**src/rtl/bin_to_bcd_seq_pkg.sv**
```systemverilog
// bcd_pkg: shared defaults, FSM states and overflow code for the sequential binary-to-BCD converter.
package bcd_pkg;
    localparam int BIN_WIDTH_DEF = 20;
    localparam int NUM_DIGITS_DEF = 6;
    localparam longint MAX_VALUE = 999999;
    localparam logic [3:0] DIGIT_OVF = 4'hF;
    typedef enum logic [1:0] {IDLE, SHIFT, DONE} state_t;
    function automatic longint max_value(input int digits);
        longint v = 1;
        for (int i = 0; i < digits; i++) v = v * 10;
        return v - 1;
    endfunction
endpackage

```
**src/rtl/bin_to_bcd_seq_if.sv**
```systemverilog
// bin_to_bcd_seq_if: request/result signals of the binary-to-BCD converter.
interface bin_to_bcd_seq_if import bcd_pkg::*; #(
    parameter int BIN_WIDTH = BIN_WIDTH_DEF,
    parameter int NUM_DIGITS = NUM_DIGITS_DEF
);
    logic start;
    logic [BIN_WIDTH-1:0] bin_in;
    logic busy;
    logic done;
    logic ovf;
    logic [4*NUM_DIGITS-1:0] bcd_out;
    modport master(output start, bin_in, input busy, done, ovf, bcd_out);
    modport slave(input start, bin_in, output busy, done, ovf, bcd_out);
endinterface

```
**src/rtl/bin_to_bcd_seq_add3.sv**
```systemverilog
// bcd_add3: double-dabble digit correction, adds 3 to a BCD digit of 5 or more.
module bcd_add3 (
    input  logic [3:0] din,
    output logic [3:0] dout
);
    assign dout = (din >= 4'd5) ? din + 4'd3 : din;
endmodule

```
**src/rtl/bin_to_bcd_seq.sv**
```systemverilog
// bin_to_bcd_seq: one-bit-per-clock double-dabble converter, MSB first, with
// a held result register and an all-F display code for out-of-range inputs.
module bin_to_bcd_seq import bcd_pkg::*; #(
    parameter int BIN_WIDTH = BIN_WIDTH_DEF,
    parameter int NUM_DIGITS = NUM_DIGITS_DEF
) (
    input logic clk,
    input logic reset,
    bin_to_bcd_seq_if.slave bus
);
    localparam int SW = 4 * NUM_DIGITS;
    localparam int CW = $clog2(BIN_WIDTH + 1);
    localparam logic [63:0] MAX_VAL = 64'(max_value(NUM_DIGITS));

    state_t state, state_nxt;
    logic [BIN_WIDTH-1:0] shreg;
    logic [SW-1:0] scratch, adj, bcd;
    logic [CW-1:0] cnt;
    logic ovf_cap, ovf_q, last;

    for (genvar d = 0; d < NUM_DIGITS; d++) begin : g_dig
        bcd_add3 u_add3 (.din(scratch[4*d +: 4]), .dout(adj[4*d +: 4]));
    end

    assign last = (cnt == CW'(BIN_WIDTH - 1));

    always_ff @(posedge clk) begin
        if (reset) state <= IDLE;
        else state <= state_nxt;
    end

    always_comb begin
        state_nxt = state;
        case (state)
            IDLE:    state_nxt = bus.start ? SHIFT : IDLE;
            SHIFT:   state_nxt = last ? DONE : SHIFT;
            default: state_nxt = IDLE;
        endcase
    end

    always_ff @(posedge clk) begin
        if (reset) begin
            shreg <= '0;
            scratch <= '0;
            cnt <= '0;
            bcd <= '0;
            ovf_q <= 1'b0;
            ovf_cap <= 1'b0;
        end else if (state == IDLE && bus.start) begin
            shreg <= bus.bin_in;
            scratch <= '0;
            cnt <= '0;
            ovf_cap <= 64'(bus.bin_in) > MAX_VAL;
        end else if (state == SHIFT) begin
            {scratch, shreg} <= {adj, shreg} << 1;
            cnt <= cnt + CW'(1);
            // The final shift result is taken straight from the corrected digits
            // so bcd_out is valid on the same edge that enters DONE.
            if (last) begin
                bcd <= ovf_cap ? {NUM_DIGITS{DIGIT_OVF}} : {adj[SW-2:0], shreg[BIN_WIDTH-1]};
                ovf_q <= ovf_cap;
            end
        end
    end

    assign bus.busy = (state != IDLE);
    assign bus.done = (state == DONE);
    assign bus.ovf = ovf_q;
    assign bus.bcd_out = bcd;
endmodule

```
**src/flat_wrapper.sv**
```systemverilog
// flat-port wrapper written by rule: the top's interface ports become plain ports
module bin_to_bcd_seq_flat import bcd_pkg::*;
#(
    parameter int BIN_WIDTH = BIN_WIDTH_DEF,
    parameter int NUM_DIGITS = NUM_DIGITS_DEF
)
  (clk, reset, bus_start, bus_bin_in, bus_busy, bus_done, bus_ovf, bus_bcd_out);
  bin_to_bcd_seq_if #(.BIN_WIDTH(BIN_WIDTH), .NUM_DIGITS(NUM_DIGITS)) bus_i ();
  input logic clk;
  input logic reset;
  input wire logic [$bits(bus_i.start)-1:0] bus_start;
  input wire logic [$bits(bus_i.bin_in)-1:0] bus_bin_in;
  output wire logic [$bits(bus_i.busy)-1:0] bus_busy;
  output wire logic [$bits(bus_i.done)-1:0] bus_done;
  output wire logic [$bits(bus_i.ovf)-1:0] bus_ovf;
  output wire logic [$bits(bus_i.bcd_out)-1:0] bus_bcd_out;
  assign bus_i.start = bus_start;
  assign bus_i.bin_in = bus_bin_in;
  assign bus_busy = bus_i.busy;
  assign bus_done = bus_i.done;
  assign bus_ovf = bus_i.ovf;
  assign bus_bcd_out = bus_i.bcd_out;
  bin_to_bcd_seq #(.BIN_WIDTH(BIN_WIDTH), .NUM_DIGITS(NUM_DIGITS)) u_core (.clk(clk), .reset(reset), .bus(bus_i));
endmodule
```
**config.mk**
```make
export PLATFORM = sky130hd
export DESIGN_NAME = bin_to_bcd_seq_flat
export DESIGN_NICKNAME = d
export VERILOG_FILES = /design/src/rtl/bin_to_bcd_seq_pkg.sv /design/src/rtl/bin_to_bcd_seq_if.sv /design/src/rtl/bin_to_bcd_seq_add3.sv /design/src/rtl/bin_to_bcd_seq.sv /design/src/flat_wrapper.sv
export SDC_FILE = /design/constraint.sdc
export NUM_CORES = 1
export LEC_CHECK = 0
export ABC_AREA = 1
export BUFFER_PORTS_ARGS = -buffer_cell sky130_fd_sc_hd__buf_2
export CAP_MARGIN = 20
export CORE_UTILIZATION = 40
export CTS_BUF_LIST = sky130_fd_sc_hd__clkbuf_8
export DETAILED_ROUTE_END_ITERATION = 12
export PLACE_DENSITY_LB_ADDON = 0.15
export SLEW_MARGIN = 30
export SYNTH_ARGS = -nofsm -noshare
export SYNTH_HDL_FRONTEND = slang
export SYNTH_HIERARCHICAL = 1
export SYNTH_SLANG_ARGS = --single-unit
export TNS_END_PERCENT = 30
```
**constraint.sdc**
```tcl
create_clock -name clk -period 1.3 [get_ports clk]
set_input_delay 0.065 -clock clk [delete_from_list [all_inputs] [get_ports clk]]
set_output_delay 0.065 -clock clk [all_outputs]
set_load 0.01 [all_outputs]
```
==> metrics.txt, run 1 <==
relative slew slack 82.6%; Power, Total 5.19 mW; Filler cells 958; P_leak 2.22 nW; worst-path maximum fanout 4; Synth Instances 577; vias in the first global route 3323; largest net degree at the start of global routing 23; DRC 0; Final nets 693; status finished, final reports clean; DP HPWL 6.10 mm; Critical R2R Capture u_core/scratch[6]$_SDFFE_PP0P_; multi-input logic area 2240 µm²; Max Transition Viols Final 0; Crit Path Class flip-flop to flip-flop; RSZ-0062 raised after global routing yes; Syn Nets 613; Rows 35; Ports 50; Worst Hold Class input pin to flip-flop; GRT Util Overall 18.1%; reg2reg path depth 9; CP required 1.58 ns; worst setup path endpoint u_core/scratch[6]$_SDFFE_PP0P_; Detailed Route WL 9.35 mm; H-tree levels 3; Antenna diodes 0; core footprint 9370 µm²; Max Root-Sink Buffers 2; power density over cell area 1000 nW/µm²; Final period util 99.0%; die width 101 µm; initial antenna violation count 0; Final Critical Period 1.29 ns; initial core utilization 42.0%; f_max 0.777 GHz; drt pass-1 iters 4; Root Driver clkbuf_8; worst path arrival time 1.57 ns; Final setup viols 0; number of port buffers 49; clk sinks 77; maximum vdd drop 0.796 mV; Final Hold Slack 0.00460 ns; Clk pwr share 45.6%; Clk Latency, worst-skew pair 0.35 ns; sequential share of power 46.7%; CTS tree done; crit path launch u_core/scratch[5]$_SDFFE_PP0P_; endpoints failing hold 0; Layout area overhead 31.3%; Initial DRC Count 150; Vias 3761; CP Capture Type flip-flop; switching power 1.17 mW; sw frac 22.5%; FF/Latch Area 1570 µm²; CP startpoint kind flip-flop; GRT overflow 0; number of buffers created by CTS 9; Die Area 10200 µm²; Internal 4.02 mW; Placer Congestion 0.816; vias per cell 4.75; clock skew 0.0128 ns; combinational power share 7.7%; Clk pin slew, worst setup/hold paths 0.09 ns; worst hold start bus_bin_in[11]; Post-Syn Area per Cell 6.82 µm²; wire per inst 11.8 µm; die boundary height 101 µm; Worst-Margin Slew 0.261 ns; first-pass GRT wire length 14.7 mm; Max Cap Viol 0; Post-DRT Antenna Nets 0; Synth Warn # 6; FF-to-FF Start u_core/scratch[5]$_SDFFE_PP0P_; R2R Setup Slk 0.01 ns; layout cells sized above 1 35.5%; synthesized area 3940 µm²
[layout make-up]
cell class                      count  share of cell area, %
Clock buffer                        9                   2.40
Clock inverter                      7                   2.66
Inverter                           62                   4.60
Multi-Input combinational cell    412                   43.4
Sequential cell                    77                   30.4
Tap cell                          129                   3.12
Timing Repair Buffer               95                   13.4
[metrics by stage]
stage | worst slack, ns | cells | util [%] | setup TNS, ns | instance area, µm²
final | 0.0125 | 791 | 55.1 | 0 | 5170
after global routing | -0.0738 | 791 | 55.1 | -1.06 | 5170
after CTS | -0.00312 | 783 | 51.4 | -0.00312 | 4820
after detailed placement | -0.0298 | 765 | 48.2 | -0.113 | 4520
after global placement | -0.0118 | 765 | 48.2 | -0.0187 | 4520
after floorplan | 0.00547 | 577 | - | 0 | 3940
[flip-flops by register name, indices dropped and copies added (netlist names)]
register	flops
u_core/shreg	20
u_core/state	2
u_core/bus.ovf	1
u_core/cnt	5
u_core/scratch	24
u_core/ovf_cap	1
u_core/bus.bcd_out	24
[power groups by stage]
stage	combinational (mW)	clock [mW]	sequential, mW
4_1_cts	0.386	2.41	2.43
5_1_grt	0.440	2.56	2.43
2_1_floorplan	0.232	0	2.48
3_5_place_dp	0.377	0	2.48
3_3_place_gp	0.378	0	2.48
6_report	0.401	2.36	2.42
[cells in the final DEF, fill, tap and decap left out, types with 3 or more instances in the layout]
| cell | instances |
|---|---|
| nand2_1 | 159 |
| nor2_1 | 68 |
| dfxtp_1 | 62 |
| buf_2 | 49 |
| inv_1 | 47 |
| nand2_2 | 35 |
| buf_4 | 34 |
| nand3_1 | 31 |
| a31oi_1 | 19 |
| a21oi_1 | 18 |
| a21oi_2 | 15 |
| nor2_4 | 13 |
| nor2_2 | 12 |
| inv_2 | 12 |
| o21ai_0 | 11 |
| dfxtp_2 | 10 |
| clkbuf_8 | 9 |
| o21ai_2 | 7 |
| ha_4 | 6 |
| ha_2 | 6 |
| buf_12 | 5 |
| dfxtp_4 | 5 |
| bufinv_16 | 4 |
| buf_6 | 4 |
| nor3_1 | 3 |
[metal layers]
metal	wire, µm	track usage [%]	up-vias	part of all wire (%)
li1	-	-	1963	-
met1	4420	22.2	1719	47
met2	4530	31.3	71	49
met3	311	4.21	8	3.3
met4	84	5.57	0	0.90
met5	0	0	-	0
[what timing repair did]
action,4_1_cts,5_1_grt
gates resized for setup,9,96
setup endpoints to repair,36,61
pin swaps,1,62
buffers inserted,0,7
cloned,0,1
hold buffers,2,0
endpoints found under the hold margin,2,0
[critical path, cell delays in order (launching register included)]
cell and delay, ns:
dfxtp_2 0.35, inv_2 0.06, ha_4 0.15, nand2_2 0.06, nand2_2 0.07, nor2_4 0.18
nand2_2 0.08, o21ai_2 0.07, nand2_1 0.08, a21oi_2 0.13
[how the worst min path moves through the flow]
| stage | cells after the start | to | slack, ns |
|---|---|---|---|
| 6_report | 3 | u_core/shreg[11]$_SDFFE_PP0P_ | 0.005 |
| 5_1_grt | 3 | u_core/shreg[16]$_SDFFE_PP0P_ | 0.004 |
| 4_1_cts | 3 | u_core/shreg[7]$_SDFFE_PP0P_ | 0.003 |
| 3_5_place_dp | 3 | u_core/shreg[0]$_SDFFE_PP0P_ | 0.36 |
| 3_3_place_gp | 3 | u_core/shreg[0]$_SDFFE_PP0P_ | 0.36 |
| 2_1_floorplan | 2 | u_core/shreg[0]$_SDFFE_PP0P_ | 0.23 |
Note: power is estimated with default switching activity, not from simulation.
==> inputs of run 2 (changes only) <==
- CORE_UTILIZATION: 40 -> 54
==> metrics.txt, run 2 (synthesis gave the netlist of run 1 again) <==
reg2reg path depth 8 (was 9); CP required 1.58 ns (about the same); Final setup viols 8 (was 0); Crit Path Class flip-flop to flip-flop (unchanged); Layout area overhead 32.4% (was 31.3%); die width 87.4 µm (was 101 µm); GRT overflow 0 (unchanged); CTS tree done (unchanged); vias per cell 5.11 (was 4.75); Max Root-Sink Buffers 2 (unchanged); worst-path maximum fanout 7 (was 4); Clk Latency, worst-skew pair 0.34 ns (was 0.35 ns); layout cells sized above 1 35.8% (was 35.5%); Worst Hold Class input pin to flip-flop (unchanged); Detailed Route WL 9.64 mm (was 9.35 mm); wire per inst 12.6 µm (was 11.8 µm); vias in the first global route 3375 (was 3323); Die Area 7630 µm² (was 10200 µm²); RSZ-0062 raised after global routing yes (unchanged); Placer Congestion 0.904 (was 0.816); Final Critical Period 1.35 ns (was 1.29 ns); DP HPWL 6.01 mm (was 6.10 mm); crit path launch u_core/cnt[0]$_SDFFE_PP0P_ (was u_core/scratch[5]$_SDFFE_PP0P_); drt pass-1 iters 5 (was 4); status finished with violations (was finished, final reports clean); relative slew slack 81.2% (was 82.6%); P_leak 2.29 nW (was 2.22 nW); R2R Setup Slk -0.05 ns (was 0.01 ns); H-tree levels 3 (unchanged); first-pass GRT wire length 14.7 mm (about the same); placed inst area 4460 µm² (was 4520 µm²); Final WS setup -0.0523 ns (was 0.0125 ns); CP Capture Type flip-flop (unchanged); largest net degree at the start of global routing 24 (was 23); DRC 0 (unchanged); clk sinks 77 (unchanged); Final Hold Slack 0.0159 ns (was 0.00460 ns); CP startpoint kind flip-flop (unchanged); Rows 30 (was 35); FF-to-FF Start u_core/cnt[0]$_SDFFE_PP0P_ (was u_core/scratch[5]$_SDFFE_PP0P_); Vias 3916 (was 3761); multi-input logic area 2250 µm² (was 2240 µm²); f_max 0.739 GHz (was 0.777 GHz); Initial DRC Count 227 (was 150); Final Instance Area 5210 µm² (was 5170 µm²); worst path arrival time 1.63 ns (was 1.57 ns); Max Cap Viol 0 (unchanged); Clk pin slew, worst setup/hold paths 0.08 ns (was 0.09 ns); initial antenna violation count 0 (unchanged); Max Transition Viols Final 0 (unchanged); Ports 50 (unchanged); number of buffers created by CTS 9 (unchanged); Worst-Margin Slew 0.282 ns (was 0.261 ns); Filler cells 555 (was 958); power density over cell area 972 nW/µm² (was 1000 nW/µm²); commonest non-fill, non-tap cell in the layout nand2_1 (unchanged); Antenna diodes 0 (unchanged); Post-DRT Antenna Nets 0 (unchanged); maximum vdd drop 0.682 mV (was 0.796 mV); violated checks setup timing; Power, Total 5.07 mW (was 5.19 mW); clock skew 0.00726 ns (was 0.0128 ns); endpoints failing hold 0 (unchanged); die boundary height 87.4 µm (was 101 µm); final setup TNS -0.118 ns (was 0 ns); Final nets 702 (was 693); Critical R2R Capture u_core/bus.bcd_out[5]$_SDFFE_PP0P_ (was u_core/scratch[6]$_SDFFE_PP0P_); Final period util 104% (was 99.0%); core footprint 6910 µm² (was 9370 µm²); GRT Util Overall 24.5% (was 18.1%); Root Driver clkbuf_8 (unchanged); initial core utilization 57.0% (was 42.0%); FF/Latch Area 1570 µm² (about the same); number of port buffers 49 (unchanged); worst setup path endpoint u_core/bus.bcd_out[5]$_SDFFE_PP0P_ (was u_core/scratch[6]$_SDFFE_PP0P_); most frequent cells in the layout 161 x nand2_1, 73 x nor2_1, 61 x dfxtp_1 (was 159 x nand2_1, 68 x nor2_1, 62 x dfxtp_1)
-- run 2: changes by cell type in the layout (fill, tap and decap cells not counted), sizes merged --
| cell | before | now |
|---|---|---|
| clkinvlp | 1 | 0 |
| clkbuf | 10 | 13 |
| dlygate4sd3 | 2 | 3 |
| bufinv | 4 | 3 |
| clkinv | 3 | 2 |
| buf | 92 | 99 |
-- run 2: worst min-delay path by stage --
| stage | start | to | slack (ns) | cells after the start |
|---|---|---|---|---|
| final | bus_bin_in[3] | u_core/shreg[3]$_SDFFE_PP0P_ | 0.02 | 3 |
| after floorplan | bus_bin_in[0] | u_core/shreg[0]$_SDFFE_PP0P_ | 0.23 | 2 |
| after global placement | bus_bin_in[0] | u_core/shreg[0]$_SDFFE_PP0P_ | 0.36 | 3 |
| after global routing | bus_bin_in[18] | u_core/shreg[18]$_SDFFE_PP0P_ | 0.01 | 3 |
| after detailed placement | bus_bin_in[0] | u_core/shreg[0]$_SDFFE_PP0P_ | 0.36 | 3 |
| after CTS | bus_bin_in[13] | u_core/shreg[13]$_SDFFE_PP0P_ | 0.003 | 3 |
-- run 2: per-stage QoR --
step           utilization (%)  worst slack (ns)  instances
2_1_floorplan                -           0.00547        577
3_3_place_gp              64.6           -0.0151        730
3_5_place_dp              64.6           -0.0769        730
4_1_cts                   69.5           -0.0176        749
5_1_grt                   75.5            -0.163        766
6_report                  75.5           -0.0523        766
-- run 2: final cells by class --
| type | instances | area share (%) |
|---|---|---|
| inverters | 62 | 4.66 |
| clock inverters | 4 | 1.82 |
| flip-flops and latches | 77 | 30.2 |
| clock buffers | 11 | 2.90 |
| multi-input cells | 412 | 43.3 |
| well taps | 96 | 2.30 |
| repair buffers | 104 | 14.9 |
-- run 2: critical path: stages, from the launching register on --
cell,delay (ns)
dfxtp_2,0.37
ha_4,0.17
inv_4,0.04
nor2_4,0.11
nand3_4,0.15
clkbuf_16,0.22
nand2_1,0.06
nand2_1,0.05
nor2_1,0.10
-- run 2: where the power goes --
group	switching (mW)	internal, mW
Sequential	0.0298	2.40
Combinational	0.241	0.180
Clock	0.855	1.37
-- run 2: metal layers --
layer	part of all wire [%]	track usage (%)	wire, µm
met2	50	43.0	4840
met1	43	29.6	4190
met5	0	0	0
met3	4.3	3.70	417
met4	2.0	10.9	195
-- run 2: what timing repair did --
item | in CTS | in global routing
hold buffers | 3 | 0
setup buffers | 1 | 15
pin swaps | 9 | 68
hold endpoints to repair | 3 | 0
cloned | 0 | 2
setup endpoints to repair | 35 | 66
resized for setup | 18 | 90
==> inputs of run 3 (changes only) <==
- CORE_MARGIN: default -> 5
- PLACE_DENSITY: default -> 0.84
- PLACE_DENSITY_LB_ADDON: 0.15 -> default
==> metrics.txt, run 3 (synthesis gave the netlist of run 1 again) <==
Detailed Route WL 10.9 mm (was 9.64 mm); CTS tree done (unchanged); layout cells sized above 1 34.5% (was 35.8%); Placer Congestion 0.944 (was 0.904); die boundary height 95.4 µm (was 87.4 µm); CP required 1.55 ns (was 1.58 ns); status finished with violations (unchanged); Clk Latency, worst-skew pair 0.35 ns (was 0.34 ns); Clk pin slew, worst setup/hold paths 0.09 ns (was 0.08 ns); P_leak 2.19 nW (was 2.29 nW); Root Driver clkbuf_8 (unchanged); Initial DRC Count 264 (was 227); Final Hold Slack 0.00942 ns (was 0.0159 ns); clk sinks 77 (unchanged); initial antenna violation count 0 (unchanged); power density over cell area 955 nW/µm² (was 972 nW/µm²); Post-DRT Antenna Nets 0 (unchanged); largest net degree at the start of global routing 32 (was 24); Rows 31 (was 30); Final setup viols 13 (was 8); Die Area 9100 µm² (was 7630 µm²); initial core utilization 54.9% (was 57.0%); final core occ 71.9% (was 75.5%); DRC 0 (unchanged); clock skew 0.00925 ns (was 0.00726 ns); Filler cells 525 (was 555); CP Capture Type flip-flop (unchanged); Max Cap Viol 0 (unchanged); Final nets 695 (was 702); Ports 50 (unchanged); DP HPWL 6.30 mm (was 6.01 mm); first-pass GRT wire length 16.4 mm (was 14.7 mm); dpl cells 726 (was 730); f_max 0.744 GHz (was 0.739 GHz); wire per inst 14.3 µm (was 12.6 µm); most frequent cells in the layout 168 x nand2_1, 72 x nor2_1, 60 x dfxtp_1 (was 161 x nand2_1, 73 x nor2_1, 61 x dfxtp_1); worst-path maximum fanout 15 (was 7); RSZ-0062 raised after global routing yes (unchanged); commonest non-fill, non-tap cell in the layout nand2_1 (unchanged); dpl ws -0.161 ns (was -0.0769 ns); CP startpoint kind flip-flop (unchanged); Final period util 103% (was 104%); vias in the first global route 3640 (was 3375); violated checks setup timing (unchanged); Final Non-Filler Cells 763 (was 766); vias per cell 5.26 (was 5.11); Final Critical Period 1.34 ns (was 1.35 ns); Max Transition Viols Final 0 (unchanged); drt pass-1 iters 5 (unchanged); number of port buffers 49 (unchanged); Max Root-Sink Buffers 2 (unchanged); H-tree levels 3 (unchanged); Worst-Margin Slew 0.277 ns (was 0.282 ns); endpoints failing hold 0 (unchanged); worst path arrival time 1.59 ns (was 1.63 ns); final setup TNS -0.264 ns (was -0.118 ns); Worst Hold Class input pin to flip-flop (unchanged); maximum vdd drop 0.681 mV (was 0.682 mV); relative slew slack 81.4% (was 81.2%); number of buffers created by CTS 9 (unchanged); Final WS setup -0.0442 ns (was -0.0523 ns); GRT Util Overall 22.8% (was 24.5%); Vias 4017 (was 3916); Layout area overhead 31.1% (was 32.4%); GRT overflow 0 (unchanged); Antenna diodes 0 (unchanged); Crit Path Class flip-flop to flip-flop (unchanged); core footprint 7180 µm² (was 6910 µm²); die width 95.4 µm (was 87.4 µm)
run 3: changes by cell type in the layout (fill, tap and decap cells not counted), sizes merged:
cell,change
clkinvlp,+1
nand3,+3
bufinv,-1
buf,-8
inv,+1
clkbuf,-2
run 3: area by class of cell:
class,count,area [µm²],area share (%)
flip-flops and latches,77,1580,30.6
inverters,62,235,4.56
repair buffers,94,678,13.1
multi-input cells,415,2310,44.8
clock buffers,11,151,2.93
well taps,99,124,2.40
clock inverters,5,81.3,1.58
run 3: where the power goes:
group          internal, mW  total [mW]  switching (mW)
Combinational         0.163       0.416           0.253
Clock                  1.19        2.09           0.896
Sequential             2.39        2.42          0.0310
run 3: timing repair:
action	CTS	global route
hold buffers	3	0
endpoints found under the setup margin	40	59
hold endpoints to repair	3	0
gates cloned	4	1
resized for setup	25	87
buffers inserted	4	9
pin swaps	6	45
run 3: final timing paths:
kind	slack, ns	cells after the start	startpoint	endpoint
setup reg to reg	-0.04	7	u_core/cnt[0]$_SDFFE_PP0P_	u_core/bus.bcd_out[4]$_SDFFE_PP0P_
setup / recovery	-0.04	7	u_core/cnt[0]$_SDFFE_PP0P_	u_core/bus.bcd_out[4]$_SDFFE_PP0P_
hold reg to reg	0.47	2	u_core/shreg[0]$_SDFFE_PP0P_	u_core/shreg[0]$_SDFFE_PP0P_
hold / removal	0.009	3	bus_bin_in[4]	u_core/shreg[4]$_SDFFE_PP0P_
run 3: routing by layer:
metal	share of wire, %	GRT usage (%)	vias to the layer above	wire length (µm)
li1	-	-	1973	-
met1	40	28.0	1856	4340
met2	51	39.4	166	5600
met3	6.8	4.42	22	741
met4	1.9	8.77	0	208
met5	0	0	-	0
run 3: stage by stage:
stage / power [mW] / area, µm²
global route: 5.10 / 5160
detailed placement: 2.84 / 4400
CTS: 4.94 / 4820
floorplan: 2.71 / 3940
global placement: 2.83 / 4400
finish: 4.93 / 5160
run 3: critical path: stages (launching register included):
cell and delay, ns:
dfxtp_2 0.36, ha_4 0.15, nand2_2 0.07, nor2_4 0.12, nand3_2 0.16, buf_12 0.20, nor2_1 0.13, nor2_1 0.06
